### src/rtl/serial_byte_receiver_if.sv
// Parallel-side and line-side signals of the serial byte receiver.
// master = CPU/line driver side, slave = the receiver itself.
interface serial_byte_receiver_if #(
   parameter int DATA_BITS = 8
);
   logic                 rx_serial;
   logic                 byte_ack;
   logic                 clear_errors;
   logic [DATA_BITS-1:0] byte_out;
   logic                 byte_strobe;
   logic                 byte_ready;
   logic                 busy;
   logic                 sample_bit;
   logic                 framing_error;
   logic                 overrun;

   modport master (
      output rx_serial,
      output byte_ack,
      output clear_errors,
      input  byte_out,
      input  byte_strobe,
      input  byte_ready,
      input  busy,
      input  sample_bit,
      input  framing_error,
      input  overrun
   );

   modport slave (
      input  rx_serial,
      input  byte_ack,
      input  clear_errors,
      output byte_out,
      output byte_strobe,
      output byte_ready,
      output busy,
      output sample_bit,
      output framing_error,
      output overrun
   );
endinterface

### src/rtl/serial_byte_receiver.sv
// Oversampling serial receiver: sync, start detect, mid-bit sampling, stop check,
// parallel byte hand-off with strobe, ready/ack hold and sticky error flags.
module serial_byte_receiver #(
   parameter int OVERSAMPLE = 16,
   parameter int DATA_BITS  = 8
) (
   input  logic                 clock,
   input  logic                 reset,
   serial_byte_receiver_if.slave link
);
   localparam int CW = $clog2(OVERSAMPLE);
   localparam int BW = (DATA_BITS > 1) ? $clog2(DATA_BITS) : 1;
   localparam logic [CW-1:0] MID_CNT  = CW'(OVERSAMPLE / 2 - 1);
   localparam logic [CW-1:0] LAST_CNT = CW'(OVERSAMPLE - 1);
   localparam logic [BW-1:0] LAST_BIT = BW'(DATA_BITS - 1);

   typedef enum logic [2:0] {IDLE, START, DATA, STOP, BREAK} state_t;

   state_t               state_q;
   state_t               state_d;
   logic [1:0]           sync_q;
   logic                 rx_s;
   logic [CW-1:0]        cnt_q;
   logic [BW-1:0]        bit_cnt_q;
   logic [DATA_BITS-1:0] shreg_q;
   logic [DATA_BITS-1:0] byte_out_q;
   logic                 byte_strobe_q;
   logic                 byte_ready_q;
   logic                 framing_q;
   logic                 overrun_q;

   logic tick_mid;
   logic tick_bit;
   logic last_bit;
   logic busy_c;
   logic sample_c;
   logic shift_en;
   logic stop_good;
   logic stop_bad;

   // Synchroniser idles high so reset never looks like a start bit.
   always_ff @(posedge clock or posedge reset) begin
      if (reset) begin
         sync_q <= 2'b11;
      end else begin
         sync_q <= {sync_q[0], link.rx_serial};
      end
   end

   assign rx_s     = sync_q[1];
   assign tick_mid = (cnt_q == MID_CNT);
   assign tick_bit = (cnt_q == LAST_CNT);
   assign last_bit = (bit_cnt_q == LAST_BIT);

   always_ff @(posedge clock or posedge reset) begin
      if (reset) begin
         state_q <= IDLE;
      end else begin
         state_q <= state_d;
      end
   end

   always_comb begin
      state_d = state_q;
      case (state_q)
         IDLE: begin
            if (!rx_s) begin
               state_d = START;
            end
         end
         START: begin
            if (tick_mid) begin
               state_d = rx_s ? IDLE : DATA;
            end
         end
         DATA: begin
            if (tick_bit && last_bit) begin
               state_d = STOP;
            end
         end
         STOP: begin
            if (tick_bit) begin
               state_d = rx_s ? IDLE : BREAK;
            end
         end
         BREAK: begin
            if (rx_s) begin
               state_d = IDLE;
            end
         end
         default: state_d = IDLE;
      endcase
   end

   always_comb begin
      busy_c    = (state_q != IDLE);
      sample_c  = 1'b0;
      shift_en  = 1'b0;
      stop_good = 1'b0;
      stop_bad  = 1'b0;
      case (state_q)
         DATA: begin
            sample_c = tick_bit;
            shift_en = tick_bit;
         end
         STOP: begin
            stop_good = tick_bit & rx_s;
            stop_bad  = tick_bit & ~rx_s;
         end
         default: begin
            sample_c = 1'b0;
         end
      endcase
   end

   // The IDLE cycle that sees the low line is cycle 0, so START counts from 1
   // and its counter value equals the cycle number since the start edge.
   always_ff @(posedge clock or posedge reset) begin
      if (reset) begin
         cnt_q <= '0;
      end else begin
         case (state_q)
            IDLE:       cnt_q <= rx_s ? '0 : CW'(1);
            START:      cnt_q <= tick_mid ? '0 : cnt_q + CW'(1);
            DATA, STOP: cnt_q <= tick_bit ? '0 : cnt_q + CW'(1);
            default:    cnt_q <= '0;
         endcase
      end
   end

   always_ff @(posedge clock or posedge reset) begin
      if (reset) begin
         bit_cnt_q <= '0;
      end else if (state_q == START) begin
         bit_cnt_q <= '0;
      end else if (shift_en) begin
         bit_cnt_q <= last_bit ? '0 : bit_cnt_q + BW'(1);
      end
   end

   // LSB arrives first, so each new bit enters at the top and moves down.
   always_ff @(posedge clock or posedge reset) begin
      if (reset) begin
         shreg_q <= '0;
      end else if (shift_en) begin
         shreg_q <= {rx_s, shreg_q[DATA_BITS-1:1]};
      end
   end

   always_ff @(posedge clock or posedge reset) begin
      if (reset) begin
         byte_out_q    <= '0;
         byte_strobe_q <= 1'b0;
         byte_ready_q  <= 1'b0;
      end else begin
         byte_strobe_q <= stop_good;
         if (stop_good) begin
            byte_out_q   <= shreg_q;
            byte_ready_q <= 1'b1;
         end else if (link.byte_ack) begin
            byte_ready_q <= 1'b0;
         end
      end
   end

   // An ack landing with the new byte consumed the old one, so no overrun.
   always_ff @(posedge clock or posedge reset) begin
      if (reset) begin
         framing_q <= 1'b0;
         overrun_q <= 1'b0;
      end else begin
         framing_q <= (framing_q & ~link.clear_errors) | stop_bad;
         overrun_q <= (overrun_q & ~link.clear_errors)
                    | (stop_good & byte_ready_q & ~link.byte_ack);
      end
   end

   assign link.byte_out      = byte_out_q;
   assign link.byte_strobe   = byte_strobe_q;
   assign link.byte_ready    = byte_ready_q;
   assign link.busy          = busy_c;
   assign link.sample_bit    = sample_c;
   assign link.framing_error = framing_q;
   assign link.overrun       = overrun_q;
endmodule

### src/flat_wrapper.sv
// flat-port wrapper written by rule: the top's interface ports become plain ports
module serial_byte_receiver_flat 
#(
   parameter int OVERSAMPLE = 16,
   parameter int DATA_BITS  = 8
)
  (clock, reset, link_rx_serial, link_byte_ack, link_clear_errors, link_byte_out, link_byte_strobe, link_byte_ready, link_busy, link_sample_bit, link_framing_error, link_overrun);
  serial_byte_receiver_if #(.DATA_BITS(DATA_BITS)) link_i ();
  input  logic clock;
  input  logic reset;
  input wire logic [$bits(link_i.rx_serial)-1:0] link_rx_serial;
  input wire logic [$bits(link_i.byte_ack)-1:0] link_byte_ack;
  input wire logic [$bits(link_i.clear_errors)-1:0] link_clear_errors;
  output wire logic [$bits(link_i.byte_out)-1:0] link_byte_out;
  output wire logic [$bits(link_i.byte_strobe)-1:0] link_byte_strobe;
  output wire logic [$bits(link_i.byte_ready)-1:0] link_byte_ready;
  output wire logic [$bits(link_i.busy)-1:0] link_busy;
  output wire logic [$bits(link_i.sample_bit)-1:0] link_sample_bit;
  output wire logic [$bits(link_i.framing_error)-1:0] link_framing_error;
  output wire logic [$bits(link_i.overrun)-1:0] link_overrun;
  assign link_i.rx_serial = link_rx_serial;
  assign link_i.byte_ack = link_byte_ack;
  assign link_i.clear_errors = link_clear_errors;
  assign link_byte_out = link_i.byte_out;
  assign link_byte_strobe = link_i.byte_strobe;
  assign link_byte_ready = link_i.byte_ready;
  assign link_busy = link_i.busy;
  assign link_sample_bit = link_i.sample_bit;
  assign link_framing_error = link_i.framing_error;
  assign link_overrun = link_i.overrun;
  serial_byte_receiver #(.OVERSAMPLE(OVERSAMPLE), .DATA_BITS(DATA_BITS)) u_core (.clock(clock), .reset(reset), .link(link_i));
endmodule
### config.mk
export PLATFORM = sky130hd
export DESIGN_NAME = serial_byte_receiver_flat
export DESIGN_NICKNAME = d
export VERILOG_FILES = /design/src/rtl/serial_byte_receiver_if.sv /design/src/rtl/serial_byte_receiver.sv /design/src/flat_wrapper.sv
export SDC_FILE = /design/constraint.sdc
export NUM_CORES = 1
export LEC_CHECK = 0
export ABC_AREA = 1
export CORE_MARGIN = 4
export CORE_UTILIZATION = 40
export DETAILED_ROUTE_END_ITERATION = 7
export SETUP_SLACK_MARGIN = 0.02
export SYNTH_ARGS = -nofsm -noshare
export SYNTH_HDL_FRONTEND = slang
export SYNTH_SLANG_ARGS = --single-unit
### constraint.sdc
create_clock -name clock -period 4.5 [get_ports clock]
set_input_delay 0.9 -clock clock [delete_from_list [all_inputs] [get_ports clock]]
set_output_delay 0.9 -clock clock [all_outputs]
set_load 0.05 [all_outputs]
### Yosys cells after proc, flatten, opt, wreduce, memory -nomap -nowiden

Index checks and enable logic that the tools add are counted.

| word-level totals | value |
|---|---|
| register bits | 32 |
| output and inout port bits | 14 |

| operators by class | value |
|---|---|
| reduce and logical (&&, ||, !) cells | 7 |
| add/subtract/negate cells | 2 |
| bitwise gates (word level) | 11 |
| equal/unequal tests | 12 |
| muxes and demuxes | 20 |

Operators by type and width:

| kind | number |
|---|---|
| $mux W3 | 9 |
| $pmux W3 S5 | 1 |
| $pmux W4 S3 | 1 |
| $mux W4 | 2 |
| $ne A2 B1 Y1 const B | 4 |
| $and A1 B1 Y1 | 6 |
| $eq A3 B2 Y1 const B | 2 |
| $eq A3 B3 Y1 const B | 2 |
| $mux W1 | 6 |
| $reduce_and A5 Y1 | 1 |
| $add A4 B1 Y4 const B | 1 |
| $eq A4 B3 Y1 const B | 1 |
| $eq A4 B4 Y1 const B | 1 |
| $reduce_bool A2 Y1 | 2 |
| $add A3 B1 Y3 const B | 1 |
| $eq A3 B1 Y1 const B | 1 |
| $logic_not A3 Y1 | 1 |
| $not A1 Y1 | 3 |
| $reduce_bool A3 Y1 | 1 |
| $mux W2 | 1 |
| $ne A2 B2 Y1 const B | 1 |
| $or A1 B1 Y1 | 2 |
| $reduce_or A2 Y1 | 1 |
| $logic_and A1 B1 Y1 | 1 |

### Longest topological paths before layout

Gate-level depths: netlist of run 1.

| depth | value |
|---|---|
| word-level depth | 6 |
| gate-level depth with buffers | 10 |
| mapped depth without buffers | 10 |

### Worst setup path after synthesis of run 1

Ideal clock, no wire load.

| timing path | value |
|---|---|
| path kind | register to output |
| from | register u_core.cnt_q[0] |
| to | output link_sample_bit |
| cell stages (with the launch flop) | 7 |
| path buffers | 1 |
| data arrival time | 1.245 ns |
| path slack | 2.355 ns |
| required time | 3.600 ns |
| cells stage by stage | dfrtp_1 -> ha_1 -> nand2_2 -> clkinv_2 -> nand2_4 -> nor3_4 -> buf_6 |

| between the ends | value |
|---|---|
| word-level cells in the longest chain between the ends | 2 |

Ends and longest elaborated chain:

| element | line | source |
|---|---|---|
| start, declared | serial_byte_receiver.sv:23 | `logic [CW-1:0] cnt_q;` |
| start signal, assigned | serial_byte_receiver.sv:123 | `IDLE: cnt_q <= rx_s ? '0 : CW'(1);` |
| start signal, assigned | serial_byte_receiver.sv:124 | `START: cnt_q <= tick_mid ? '0 : cnt_q + CW'(1);` |
| start signal, assigned | serial_byte_receiver.sv:125 | `DATA, STOP: cnt_q <= tick_bit ? '0 : cnt_q + CW'(1);` |
| $eq A4 B4 Y1 | serial_byte_receiver.sv:52 | `assign tick_bit = (cnt_q == LAST_CNT);` |
| $mux W1 | serial_byte_receiver.sv:101 | `case (state_q)` |
| end, declared | flat_wrapper.sv:18 | `output wire logic [$bits(link_i.sample_bit)-1:0] link_sample_bit;` |

No other way between the ends.

### Worst setup path after layout of run 1

Same ends and word-level chain as after synthesis.

==> flow_summary.ini, run 1 <==
[sta]
drv_slew = 0
rsz0062_at_grt = false
skew_ns = 0.00852
slew_headroom = 0.493
hold_viol_final = 0
finalSetupViolCount = 0
tightest_slew_ns = 0.760
fmax_mhz = 289
setup_tns_ns = 0
min_period_ns = 3.46
fin_crit_sh = 0.769

[floorplanning]
rows = 21
start_util = 0.418
dieArea_um2 = 4530
die_w_um = 67.3
die_y_um = 67.3
boundaryPins = 19
core_area_um2 = 3360

[setup_path]
worst_setup_path_start_kind = flop
crit_path_max_incr_delay_ns = 0.92
crit_chain = ha_1, nand2_2, clkinv_2, nand2_4, nor3_4, clkdlybuf4s50_1
r2r_setup_slack_ns = 2.80
critPathArrivalTime_ns = 2.56
critPathSlowestCell = clkdlybuf4s50_1
endpoint_kind = output port
critical_path_class = flop to output port
critPathMaxFanout = 19
cp.required_ns = 3.60

[final_layout]
antennaDiodeCount = 0
stdcell_area_um2 = 1680
fin_nets = 180
utilization = 0.500
num-fill-cells = 346
fin_cells = 219
drive_gt1_frac = 0.133
flow.area_growth_from_synthesis_pct = 19.5

[clock_tree]
clkTransAtPathRegs_ns = 0.10
cts_root_buf = clkbuf_4
cts-hold-fix-buffers = 0
cts_sinks = 32
post_cts_buffers = 0
cts_tree = built
cts-resized-gates = 0
clk_latency_ns = 0.33
htree_levels = 2
clockBufferDepth = 2
cts_inserted_buffers = 5

[power_and_ir_drop]
p_switching_uw = 262
vdd_ir_drop_max_mv = 0.214
clockPowerShare = 0.235
p_int_uw = 462
combPwrFrac = 0.276
p_seq_frac = 0.489
leakage_uw = 0.000816
power_density_nw_per_um2 = 431
switching_share = 0.362

[job]
drv_cap = 0

[place]
place.detailed.hpwl_um = 1860
dp.cells = 211
gp_congestion = 0.853
numPortBuffers = 18
placed_area_um2 = 1620

[grt]
grt_start_max_net_pins = 21
track_usage = 0.139
grt_pass1_vias = 1051
antenna_found_initial = 0
grt-ovfl-total = 0
grt_pass1_wl_um = 4600

[routing]
ant_nets = 0
drtPass1Iterations = 4
via_per_inst = 4.63
drc = 0
num_vias = 1015
drt_iter0_drc = 50
drt-total-wl_um = 2530
wl_per_cell_um = 11.6

[synthesis]
yosysTopAreaCell = dfrtp_1
ys_warn_count = 0
synth_nets = 157
synth_top_area_frac = 0.534
netlist_instances = 149
yosys_register_bits = 32
yosys-top-cells-area = dfrtp_1, nand2_1, inv_1
ys_seq_area_frac = 0.571
netlist_area_um2 = 1410
synth_cell_types = 23
syn_avg_cell_area_um2 = 9.44

[min_path]
min_path_type = flop to flop

[outcome]
outcome = finished, final reports clean
-- power groups by stage --
stage | Sequential (µW) | Clock [µW] | Combinational [µW]
global route | 360 | 193 | 232
floorplan | 347 | 0 | 166
CTS | 354 | 178 | 202
finish | 354 | 170 | 200
detailed placement | 359 | 0 | 201
global placement | 355 | 0 | 198
-- synthesized netlist by cell type --
cell type,instances
xor2_1,1
o22ai_1,1
nand4_2,1
o21ai_1,1
o21bai_1,1
o21ai_0,11
nor2_1,13
inv_2,1
nand2_1,37
ha_1,3
nor3_1,3
clkinv_2,1
a21oi_1,1
nand4_1,1
o21ai_2,7
nor3_4,1
nand3_1,11
nand2_4,1
dfrtp_1,30
nand2_2,1
inv_1,17
dfstp_2,2
buf_6,3
-- placed cells by master, fill, tap and decap left out --
cell and n:
clkdlybuf4s50_1 18, ha_1 3, nand2_2 1, nand4_1 1, o22ai_1 1, nand2_4 1
nor3_1 3, inv_1 17, o21ai_0 11, o21ai_1 1, nand2_1 37, clkbuf_1 1
nor2_1 13, a21oi_1 1, nand3_1 11, dfstp_2 2, o21ai_2 7, dfrtp_1 30
inv_2 1, clkbuf_4 5, clkinvlp_4 1, nand4_2 1, clkbuf_8 1, buf_4 1
o21bai_1 1, clkinv_2 1, nor3_4 1, xor2_1 1
-- registers in the layout, indices dropped and copies added, names as in the netlist --
register / cells
u_core.link.byte_out: 8
u_core.bit_cnt_q: 3
u_core.link.byte_ready: 1
u_core.link.byte_strobe: 1
u_core.state_q: 3
u_core.shreg_q: 8
u_core.link.framing_error: 1
u_core.link.overrun: 1
u_core.sync_q: 2
u_core.cnt_q: 4
-- stage by stage --
step / setup WS [ns] / total power, µW / hold slack [ns]
3_5_place_dp: 1.37 / 560 / 0.350
5_1_grt: 0.850 / 785 / 0.378
2_1_floorplan: 2.36 / 514 / 0.345
4_1_cts: 0.981 / 734 / 0.373
6_report: 1.04 / 724 / 0.373
3_3_place_gp: 1.40 / 553 / 0.357
-- cell type report --
class                           count  area, µm²  share of cell area
Timing Repair Buffer               19        188               0.112
Inverter                           19       72.6              0.0432
Sequential cell                    32        803               0.478
Clock buffer                        7       55.1              0.0328
Clock inverter                      1       7.51             0.00447
Multi-Input combinational cell     95        497               0.296
Tap cell                           46       57.6              0.0343
-- cell families (layout without fill, tap and decap cells) --
| kind of cell | after synthesis | in the layout | share of synthesized area |
|---|---|---|---|
| xor gates and xnor gates | 1 | 1 | 0.00623 |
| and+or+nand+nor | 69 | 69 | 0.221 |
| AOI/OAI and AO/OA | 22 | 22 | 0.0996 |
| DFF | 32 | 32 | 0.571 |
| adders and majority gates | 3 | 3 | 0.0267 |
| buffers and inverters | 22 | 46 | 0.0756 |
-- worst max-delay path: cells and delay by family, from the launching register on --
kind                     cells  cell delay (ns)
buffers and inverters        2             1.01
adder cells (fa/ha/maj)      1             0.22
AND/OR/NAND/NOR              3             0.61
flip-flops                   1             0.38
-- worst paths after layout --
| path | from | endpoint | cells past startpoint |
|---|---|---|---|
| worst max-delay path | u_core.cnt_q[0] | link_sample_bit | 6 |
| worst min-delay path | u_core.sync_q[0] | u_core.sync_q[1] | 0 |
| worst max register to register | u_core.cnt_q[0] | u_core.bit_cnt_q[0] | 8 |
| worst min register to register | u_core.sync_q[0] | u_core.sync_q[1] | 0 |
| max in group asynchronous | reset | u_core.bit_cnt_q[2] | 3 |
| min in group asynchronous | reset | u_core.link.byte_ready | 2 |
-- routing by layer --
metal,vias up,track usage,wire (µm),share of wire
met5,-,0,0,0
met4,0,0.0835,72,0.028
met1,468,0.167,1180,0.47
li1,520,-,-,-
met3,8,0.0433,100,0.039
met2,19,0.218,1180,0.47
(Power assumes the default switching activity.)
==> inputs of run 2 (changes only) <==
==> constraint.sdc (replaced) <==
create_clock -name clock -period 3.3 [get_ports clock]
set_input_delay 0.66 -clock clock [delete_from_list [all_inputs] [get_ports clock]]
set_output_delay 0.66 -clock clock [all_outputs]
set_load 0.05 [all_outputs]
==> run 2 against run 1 <==
Effect of this change:
- first-iteration DRC count is 34% lower
- sequential power is 37% higher
- global-route usage is 0.40 points lower
- cell count is 0.46% higher
- sequential share of layout area is 0.11 points lower
- non-clock buffer count is 1 higher
- flip-flop and latch count stayed put
- die area stayed put
- utilization is 0.11 points higher
- worst hold slack worse by 0.0099 ns
- via count is 0.39% higher
==> flow_summary.ini, run 2 (synthesized netlist as in run 1, its figures left out) <==
[routing]
via_per_inst = 4.63
drt-total-wl_um = 2490
drt_iter0_drc = 33
drc = 0
drtPass1Iterations = 4
num_vias = 1019
ant_nets = 0
wl_per_cell_um = 11.3

[final_layout]
antennaDiodeCount = 0
mostFrequentLayoutCell = nand2_1
utilization = 0.501
num-fill-cells = 331
fin_nets = 181
final_cell_mix = nand2_1, dfrtp_1, clkdlybuf4s50_1
flow.area_growth_from_synthesis_pct = 19.8
drive_gt1_frac = 0.132

[power_and_ir_drop]
vdd_ir_drop_max_mv = 0.339
power_density_nw_per_um2 = 582
leakage_uw = 0.000822

[sta]
tightest_slew_ns = 0.528
slew_headroom = 0.647
finalSetupViolCount = 0
drv_slew = 0
skew_ns = 0.00453
fmax_mhz = 361
rsz0062_at_grt = false
min_period_ns = 2.77
fin_crit_sh = 0.840
hold_viol_final = 0
setup_tns_ns = 0

[grt]
grt_pass1_vias = 1026
grt-ovfl-total = 0
grt_pass1_wl_um = 4450
antenna_found_initial = 0
track_usage = 0.135
grt_start_max_net_pins = 33

[clock_tree]
clockBufferDepth = 2
cts_inserted_buffers = 5
clkTransAtPathRegs_ns = 0.09
htree_levels = 2
cts_sinks = 32
clk_latency_ns = 0.32
cts-hold-fix-buffers = 0
cts_root_buf = clkbuf_4
cts_tree = built
post_cts_buffers = 0
cts-resized-gates = 0

[setup_path]
cp.required_ns = 2.64
worst_setup_path_start_kind = flop
critical_path_class = flop to output port
endpoint_kind = output port
critPathArrivalTime_ns = 2.11
critPathMaxFanout = 4

[floorplanning]
core_area_um2 = 3360
rows = 21
boundaryPins = 19
die_w_um = 67.3
die_y_um = 67.3
start_util = 0.418
dieArea_um2 = 4530

[place]
gp_congestion = 0.780
numPortBuffers = 18
place.detailed.hpwl_um = 1800

[min_path]
min_path_type = flop to flop

[outcome]
outcome = finished, final reports clean

[job]
drv_cap = 0
-- run 2: cell types whose count changed in the layout (fill, tap and decap cells not counted) --
cell / before / now
buf_4: 1 / 2
clkbuf_1: 1 / 2
clkinvlp_4: 1 / 0
-- run 2: path summary, 6_finish.rpt --
check / start / end / slack (ns) / cells after the start
worst max register to register: u_core.cnt_q[0] / u_core.link.overrun / 1.65 / 7
worst min-delay path: u_core.sync_q[0] / u_core.sync_q[1] / 0.36 / 0
max in group asynchronous: reset / u_core.sync_q[0] / 2.28 / 3
worst max-delay path: u_core.cnt_q[0] / link_sample_bit / 0.53 / 6
min in group asynchronous: reset / u_core.link.byte_out[6] / 0.71 / 3
worst min register to register: u_core.sync_q[0] / u_core.sync_q[1] / 0.36 / 0
-- run 2: critical path: stages, from the launching register on --
cell,delay [ns]
dfrtp_1,0.39
ha_1,0.22
nand2_2,0.08
clkinv_2,0.09
nand2_4,0.06
nor3_4,0.12
clkdlybuf4s50_1,0.83
-- run 2: stage by stage --
step | instances | worst slack [ns] | area [µm²] | power, µW | hold slack, ns
5_1_grt | 220 | 0.401 | 1680 | 1060 | 0.369
6_report | 220 | 0.528 | 1680 | 981 | 0.363
2_1_floorplan | 149 | 1.40 | 1410 | 700 | 0.345
3_3_place_gp | 212 | 0.904 | 1630 | 756 | 0.350
3_5_place_dp | 212 | 0.878 | 1630 | 763 | 0.349
4_1_cts | 220 | 0.498 | 1680 | 993 | 0.366
-- run 2: layout make-up --
class	instances	area [µm²]	area share
sequential	32	803	0.477
multi-input combinational	95	497	0.295
timing repair buffer	20	195	0.116
inverter	19	72.6	0.0431
clock buffer	8	58.8	0.0349
tap	46	57.6	0.0342
-- run 2: layer usage --
| metal | GRT usage | wire length, µm | up-vias |
|---|---|---|---|
| met1 | 0.164 | 1120 | 465 |
| li1 | - | - | 523 |
| met3 | 0.0532 | 144 | 7 |
| met2 | 0.211 | 1180 | 24 |
| met5 | 0 | 0 | - |
| met4 | 0.0608 | 46 | 0 |
-- run 2: power by group --
part           leakage [µW]  switching (µW)  internal [µW]
clock network     0.0000326             120            105
logic              0.000359             180           92.6
registers          0.000431            50.3            433
